**config.mk**
```make
export PLATFORM = sky130hd
export DESIGN_NAME = led_frame_buffer_n
export DESIGN_NICKNAME = d
export VERILOG_FILES = /design/src/rtl/led_pkg.sv /design/src/rtl/led_status_enc.sv /design/src/rtl/led_frame_buffer_n.sv
export SDC_FILE = /design/constraint.sdc
export NUM_CORES = 1
export LEC_CHECK = 0
export ABC_AREA = 0
export ABC_CLOCK_PERIOD_IN_PS = 18000
export BUFFER_PORTS_ARGS = -buffer_cell sky130_fd_sc_hd__buf_2
export CAP_MARGIN = 20
export CORE_UTILIZATION = 25
export DETAILED_ROUTE_END_ITERATION = 8
export PLACE_DENSITY = 0.43
export SLEW_MARGIN = 15
export SYNTH_ARGS = -nofsm -noshare
export SYNTH_HDL_FRONTEND = slang
export SYNTH_SLANG_ARGS = --single-unit
```
**constraint.sdc**
```tcl
create_clock -name clock -period 18 [get_ports clock]
set_input_delay 1.8 -clock clock [delete_from_list [all_inputs] [get_ports clock]]
set_output_delay 1.8 -clock clock [all_outputs]
set_load 0.01 [all_outputs]
```
**src/rtl/led_pkg.sv**
```systemverilog
// Shared encodings for the LED frame buffer: display modes and the blank colour.
package led_pkg;

    localparam logic [1:0] MODE_SOLID = 2'd0;
    localparam logic [1:0] MODE_BLINK = 2'd1;
    localparam logic [1:0] MODE_OFF   = 2'd2;

    // Wide enough for any practical colour depth; users slice the low COLOR_W bits.
    localparam int                     COLOR_MAX_W = 256;
    localparam logic [COLOR_MAX_W-1:0] COLOR_OFF   = '0;

endpackage

```
**src/rtl/led_status_enc.sv**
```systemverilog
// Lowest-lit-index priority encoder and lit-LED popcount over per-LED non-zero flags.
module led_status_enc
    import led_pkg::*;
#(
    parameter int N_LEDS = 5,
    parameter int IDX_W  = $clog2(N_LEDS)
) (
    input  logic [N_LEDS-1:0] i_nz,
    output logic [IDX_W-1:0]  o_index,
    output logic              o_any,
    output logic [IDX_W:0]    o_count
);

    localparam int CNT_W = IDX_W + 1;

    always_comb begin
        o_index = '0;
        o_count = '0;
        // Scan downward so the lowest set flag is the last one written.
        for (int i = N_LEDS - 1; i >= 0; i--) begin
            if (i_nz[i]) o_index = IDX_W'(i);
        end
        for (int i = 0; i < N_LEDS; i++) begin
            o_count = o_count + CNT_W'(i_nz[i]);
        end
        o_any = |i_nz;
    end

endmodule

```
**src/rtl/led_frame_buffer_n.sv**
```systemverilog
// Double-buffered LED colour store: shadow writes, frame-synchronised commit to the
// active frame, blink/off display modes and registered lit-LED status.
module led_frame_buffer_n
    import led_pkg::*;
#(
    parameter int N_LEDS      = 5,
    parameter int COLOR_W     = 24,
    parameter int IDX_W       = $clog2(N_LEDS),
    parameter int BLINK_TICKS = 8
) (
    input  logic                      clock,
    input  logic                      reset,
    input  logic                      i_load_frame,
    input  logic [N_LEDS-1:0]         i_load_mask,
    input  logic [COLOR_W-1:0]        i_load_color,
    input  logic                      i_wr_valid,
    output logic                      o_wr_ready,
    input  logic [IDX_W-1:0]          i_wr_index,
    input  logic [COLOR_W-1:0]        i_wr_color,
    output logic                      o_wr_err,
    input  logic [1:0]                i_mode,
    input  logic                      i_commit_req,
    input  logic                      i_frame_tick,
    output logic                      o_commit_ack,
    output logic [N_LEDS*COLOR_W-1:0] o_leds,
    output logic [IDX_W-1:0]          o_led_index,
    output logic                      o_any_on,
    output logic [IDX_W:0]            o_lit_count
);

    localparam int                 CNT_W    = (BLINK_TICKS > 1) ? $clog2(BLINK_TICKS) : 1;
    localparam logic [CNT_W-1:0]   CNT_LAST = CNT_W'(BLINK_TICKS - 1);
    localparam logic [COLOR_W-1:0] C_OFF    = COLOR_OFF[COLOR_W-1:0];

    typedef logic [N_LEDS-1:0][COLOR_W-1:0] frame_t;

    frame_t           r_shadow, r_active, r_leds;
    frame_t           w_shadow_nx, w_active_nx, w_leds_nx;
    logic             r_pending, r_wr_err, r_ack, r_phase, w_phase_nx;
    logic [1:0]       r_mode, w_mode_nx;
    logic [CNT_W-1:0] r_cnt, w_cnt_nx;
    logic             w_accept, w_copy, w_idx_ok;
    logic [N_LEDS-1:0] w_nz;
    logic [IDX_W-1:0] w_index, r_led_index;
    logic             w_any, r_any_on;
    logic [IDX_W:0]   w_count, r_lit_count;

    assign w_accept = !r_pending;
    assign w_idx_ok = int'(i_wr_index) < N_LEDS;
    assign w_copy   = i_frame_tick && (r_pending || i_commit_req);

    // Bulk load first, then the single write overrides its own LED.
    always_comb begin
        w_shadow_nx = r_shadow;
        if (w_accept && i_load_frame) begin
            for (int i = 0; i < N_LEDS; i++) begin
                w_shadow_nx[i] = i_load_mask[i] ? i_load_color : C_OFF;
            end
        end
        if (w_accept && i_wr_valid && w_idx_ok) begin
            w_shadow_nx[i_wr_index] = i_wr_color;
        end
    end

    always_comb begin
        w_active_nx = r_active;
        w_mode_nx   = r_mode;
        w_cnt_nx    = r_cnt;
        w_phase_nx  = r_phase;
        if (w_copy) begin
            w_active_nx = w_shadow_nx;
            w_mode_nx   = (i_mode == MODE_BLINK || i_mode == MODE_OFF) ? i_mode : MODE_SOLID;
            w_cnt_nx    = '0;
            w_phase_nx  = 1'b1;
        end else if (r_mode != MODE_BLINK) begin
            w_cnt_nx    = '0;
            w_phase_nx  = 1'b1;
        end else if (i_frame_tick) begin
            if (r_cnt == CNT_LAST) begin
                w_cnt_nx   = '0;
                w_phase_nx = !r_phase;
            end else begin
                w_cnt_nx   = r_cnt + 1'b1;
            end
        end
    end

    always_comb begin
        w_leds_nx = w_active_nx;
        if (w_mode_nx == MODE_OFF || (w_mode_nx == MODE_BLINK && !w_phase_nx)) begin
            w_leds_nx = {N_LEDS{C_OFF}};
        end
        for (int i = 0; i < N_LEDS; i++) begin
            w_nz[i] = (w_active_nx[i] != C_OFF);
        end
    end

    led_status_enc #(
        .N_LEDS (N_LEDS),
        .IDX_W  (IDX_W)
    ) u_status (
        .i_nz    (w_nz),
        .o_index (w_index),
        .o_any   (w_any),
        .o_count (w_count)
    );

    always_ff @(posedge clock or posedge reset) begin
        if (reset) begin
            r_shadow    <= '0;
            r_active    <= '0;
            r_leds      <= '0;
            r_mode      <= MODE_SOLID;
            r_pending   <= 1'b0;
            r_wr_err    <= 1'b0;
            r_ack       <= 1'b0;
            r_cnt       <= '0;
            r_phase     <= 1'b1;
            r_led_index <= '0;
            r_any_on    <= 1'b0;
            r_lit_count <= '0;
        end else begin
            r_shadow    <= w_shadow_nx;
            r_active    <= w_active_nx;
            r_leds      <= w_leds_nx;
            r_mode      <= w_mode_nx;
            r_cnt       <= w_cnt_nx;
            r_phase     <= w_phase_nx;
            r_ack       <= w_copy;
            r_led_index <= w_index;
            r_any_on    <= w_any;
            r_lit_count <= w_count;
            if (w_copy)            r_pending <= 1'b0;
            else if (i_commit_req) r_pending <= 1'b1;
            if (w_accept && i_wr_valid && !w_idx_ok) r_wr_err <= 1'b1;
        end
    end

    assign o_wr_ready   = !r_pending;
    assign o_wr_err     = r_wr_err;
    assign o_commit_ack = r_ack;
    assign o_leds       = r_leds;
    assign o_led_index  = r_led_index;
    assign o_any_on     = r_any_on;
    assign o_lit_count  = r_lit_count;

endmodule

```
Word level (Yosys, flattened, before mapping):

Index checks and enable logic that the tools add are counted.

* $lt $le $gt $ge: 3
* $add $sub $neg: 5
* reduce and logical (&&, ||, !) cells: 22
* eq/ne operators: 6
* mux-type cells: 29

Operators by type and width (count)
* 120-bit 2-to-1 mux: 4
* 24-bit 2-to-1 mux: 6
* 120-bit bitwise mux: 1
* 24-bit nonzero test: 5
* 24-bit demux with 3-bit select: 1
* 3-bit 2-to-1 mux: 9
* 4-bit by 1-bit adder with 4-bit output: 3
* 1-bit logical AND: 7
* 1-bit 2-to-1 mux: 6
* 5-bit OR reduction: 1
* 2-bit by 1-bit == test with 1-bit output (second input constant): 2
* 2-bit == test (second input constant): 2
* 1-bit logical NOT: 4
* 3-bit by 4-bit < comparator with 1-bit output (second input constant): 1
* 2-bit 2-to-1 mux: 2
* 3-bit by 1-bit adder with 3-bit output (second input constant): 1
* 3-bit == test (second input constant): 1
* 3-bit by 1-bit greater-or-equal comparator with 1-bit output (second input constant): 1
* 1-bit logical OR: 3
* 3-bit < comparator (second input constant): 1
* 3-bit nonzero test: 1
* 1-bit by 1-bit adder with 2-bit output: 1
* 2-bit by 1-bit inequality test with 1-bit output (second input constant): 1
* 2-bit nonzero test: 1

* input port bits: 64
* output and inout bits: 131
* logic and storage cells: 89
* flip-flop bits (word level): 377

Longest topological paths before layout:

* depth after elaboration: 13
* mapped depth: 17
* mapped depth without buffers: 14

Modules after synthesis:

A second synthesis with hierarchy kept.

* cells, all modules: 1567
* area, all modules: 16661.0 µm²

By module, submodules not included
* led_frame_buffer_n: seq. area each 9435.3 µm², instances 1, cells an instance 1550, area each 16527.1 µm²
* led_status_enc: seq. area each 0.0 µm², instances 1, cells an instance 17, area each 133.9 µm²

Least setup slack after synthesis:

No wires, ideal clock.

* path kind: input-to-reg
* start: in i_wr_index[1]
* end: reg r_lit_count[1] (netlist: o_lit_count[1])
* data required time: 17.865 ns
* data arrival time: 4.929 ns
* cell stages on the path: 15
* setup time: 0.135 ns
* path buffers: 2
* path slack: 12.935 ns
* cell sequence: or3b_1 > buf_2 > clkbuf_1 > nor3_1 > o31ai_1 > nor4_1 > nand4_1 > nor2_1 > inv_1 > ha_1 > inv_1 > fa_1 > inv_1 > ha_1 > fa_1

RTL lines
* from (decl): line led_frame_buffer_n.sv:18 `input logic [IDX_W-1:0] i_wr_index,`
* to (signal assigned): line led_frame_buffer_n.sv:132 `r_lit_count <= w_count;`
* to (decl): line led_frame_buffer_n.sv:46 `logic [IDX_W:0] w_count, r_lit_count;`

==> results.json <==
{
  "die-width_microns": 258.3,
  "dieArea_sq_mm": 0.06673,
  "cts_sinks": 376,
  "via_per_inst": 5.103,
  "wire_per_inst_microns": 25.67,
  "cp_max_fo": 48,
  "powerDensity_mw_per_mm2": 125.1,
  "fin_skew_ns": 0.02723,
  "grt_pass1_vias": 13310,
  "r2r-start": "r_pending",
  "drive_gt1_share_pct": 21.18,
  "grt_pass1_wl_microns": 95830,
  "clk_latency_ns": 0.60,
  "relSlewSlack_pct": 36.07,
  "ys_types": 49,
  "p_total_uw": 2481,
  "postSynthAreaPerCell_sq_um": 10.95,
  "hold_end": "o_wr_err",
  "nFillCells": 6694,
  "cts_made_buffers": 45,
  "vias": 12910,
  "num_io_pins": 195,
  "critPathKind": "in2reg",
  "fin_setup_tns_ns": 0,
  "cp-end-kind": "register",
  "max_freq_ghz": 0.1599,
  "critical_path.cell_chain": "buf_2, buf_4, nand2b_4, buf_4, a221oi_1, o31ai_1, nor4_1, nand4_1, nor2_1, inv_1, ha_1, inv_1, fa_1, inv_1, ha_1, fa_1",
  "crit_required_ns": 18.46,
  "gp_congestion": 0.7754,
  "antenna_left": 0,
  "path_common_cell": "inv_1",
  "path_depth": 16,
  "io_buffer_count": 193,
  "async_flop_share_pct": 100.0,
  "drv_slew": 0,
  "dp_hpwl_microns": 40650,
  "hold_viol_final": 0,
  "r2r-end": "o_lit_count[1]",
  "cts_root_buffer": "clkbuf_16",
  "grt-ovfl-total": 0,
  "rsz0062_at_grt": "no",
  "drv_cap": 0,
  "remaining_drc_errors": 0,
  "finalWorstSetupSlack_ns": 11.75,
  "synth_ff_type": "dfrtp_1",
  "clk_pin_slew_ns": 0.06,
  "cts_tree": "done",
  "slowest_delay_ns": 0.55,
  "cp-start-kind": "input pin",
  "pre_cts_ws_ns": 11.20,
  "totalWireLength_microns": 64960,
  "worstHoldPathCells": 1,
  "status": "finished, final reports clean",
  "cts_resized": 0,
  "p_leak_uw": 0.009163,
  "setup_viol": 0,
  "hold_path.class": "reg2reg",
  "period_minus_slack_ns": 6.253,
  "cp_slowest_cell": "nor2_1",
  "r2r_slack_ns": 12.32,
  "netlist_instances": 1500,
  "min_from": "o_wr_err",
  "period_share_pct": 34.74,
  "core_area_sq_mm": 0.06470,
  "grt_start_max_net_pins": 127,
  "crit_buf_inv": 6,
  "rr_worst_depth": 16,
  "crit_arrival_ns": 6.72,
  "grt_antenna_before_repair": 2,
  "worstMarginPinSlew_ns": 0.9589,
  "cts_buffer_depth": 3,
  "yosysSeqAreaShare_pct": 57.29,
  "synth_warnings": 0,
  "peakVddDrop_mv": 0.06821,
  "start_util_pct": 25.39,
  "met3_usage_pct": 3.228,
  "gr-usage-all-layers_pct": 19.36,
  "area_growth_pct": 20.80,
  "grt_util_met2_pct": 30.88,
  "holdBufCountCts": 0,
  "drt_pass1_iterations": 5,
  "use_met1_pct": 26.27,
  "h-tree-depth": 2,
  "dr.first_iter.drc_count": 1067,
  "syn-num-nets": 1571,
  "post_cts_buffers": 0,
  "fp.dieH_microns": 258.3,
  "fin_nets": 1705,
  "netlist_area_sq_mm": 0.01642,
  "critical_path.top_delay_family": "simple AND/OR/NAND/NOR gates",
  "grt-busiest-layer": "met2",
  "synth_seq_cells": 376,
  "synth_edf_count": 0,
  "num_rows": 93
}
## routing by layer
layer,part of all wire (%),wire [microns]
met1,44,28800
met3,5.3,3433
met2,47,30210
met5,0.020,13
met4,3.9,2502
## worst max-delay path by stage
stage / start / to / slack (ns)
after floorplan: reset / o_any_on / 5.76
after global placement: i_load_frame / o_lit_count[1] / 11.25
after detailed placement: i_load_frame / o_lit_count[1] / 11.20
after CTS: i_load_frame / o_lit_count[1] / 11.84
after global routing: i_load_frame / o_lit_count[1] / 11.53
final: i_load_frame / o_lit_count[1] / 11.75
## state kept, by name, summed over array words and instances (netlist names)
register and flops:
r_active 120, r_shadow 120, r_cnt 3, o_leds 120, o_led_index 3, r_pending 1, o_lit_count 3, o_commit_ack 1
o_wr_err 1, r_phase 1, o_any_on 1, r_mode 2
## synthesized netlist by cell type (3+ instances only)
library cell | number | area share [%]
nand3_1 | 3 | 0.091
o21ai_1 | 22 | 0.67
and4b_1 | 113 | 6.9
nor4_2 | 6 | 0.46
buf_6 | 6 | 0.41
nand4_1 | 4 | 0.15
nor2b_1 | 122 | 4.6
buf_2 | 18 | 0.55
nand2_1 | 133 | 3.0
a211oi_1 | 8 | 0.37
o21ai_0 | 10 | 0.30
ha_1 | 5 | 0.38
nor3_1 | 80 | 2.4
and3_1 | 8 | 0.30
o31ai_1 | 120 | 5.5
clkbuf_1 | 103 | 2.4
o21ai_2 | 3 | 0.16
a221oi_1 | 85 | 4.5
nand2b_1 | 7 | 0.27
nor4_1 | 24 | 0.91
nor2_1 | 165 | 3.8
a221oi_2 | 27 | 2.5
inv_1 | 9 | 0.21
dfrtp_1 | 375 | 57
buf_1 | 12 | 0.27
## final cells by class
cell class / instances / area [sq um] / area share [%]
repair buffers: 228 / 1229 / 6.192
inverters: 10 / 45.04 / 0.2270
clock inverters: 25 / 414.1 / 2.087
flip-flops and latches: 376 / 9412 / 47.43
diodes: 4 / 10.01 / 0.05045
well taps: 855 / 1070 / 5.392
clock buffers: 59 / 1249 / 6.293
multi-input cells: 973 / 6414 / 32.32
## per-stage QoR
| stage | hold WS (ns) | utilization, % | cell area (sq um) | cells |
|---|---|---|---|---|
| floorplan | 0.4509 | - | 16420 | 1500 |
| global placement | 0.4525 | 28.08 | 18170 | 2442 |
| detailed placement | 0.4716 | 28.08 | 18170 | 2442 |
| CTS | 0.4873 | 30.65 | 19830 | 2526 |
| global route | 0.5037 | 30.65 | 19830 | 2526 |
| finish | 0.4722 | 30.67 | 19840 | 2530 |
## where the power goes
part	leakage [uW]	switching (uW)	internal, uW
logic	0.00349	293	147
registers	0.00486	39.7	976
clock network	0.000813	391	635
total	0.00916	724	1760
## logic make-up after synthesis
kind of cell / Yosys count / synth area share (%)
AO/OA/AOI/OAI: 283 / 14.31
XOR/XNOR: 1 / 0.05333
flip-flops: 376 / 57.29
multiplexers: 1 / 0.06095
buffers and inverters: 151 / 3.908
AND/OR/NAND/NOR: 680 / 23.72
other: 1 / 0.02283
adder cells (fa/ha/maj): 7 / 0.6247
## placed cells by master, fill, tap and decap left out, types with 6 or more instances in the layout
cell       count
o21ai_1       22
a221oi_2      27
buf_2        193
clkbuf_16     45
and4b_1      113
nor3_1        80
nor2_1       164
buf_4         35
nand2b_1       7
o31ai_1      120
a211oi_1       8
nor2b_1      121
nor4_1        24
clkinv_2       8
nand2_1      133
inv_1          8
clkbuf_1       7
nor4_2         6
a221oi_1      85
bufinv_16     10
dfrtp_1      374
clkbuf_8       7
and3_1         8
o21ai_0        9
Power figures use the tool's default switching activity.
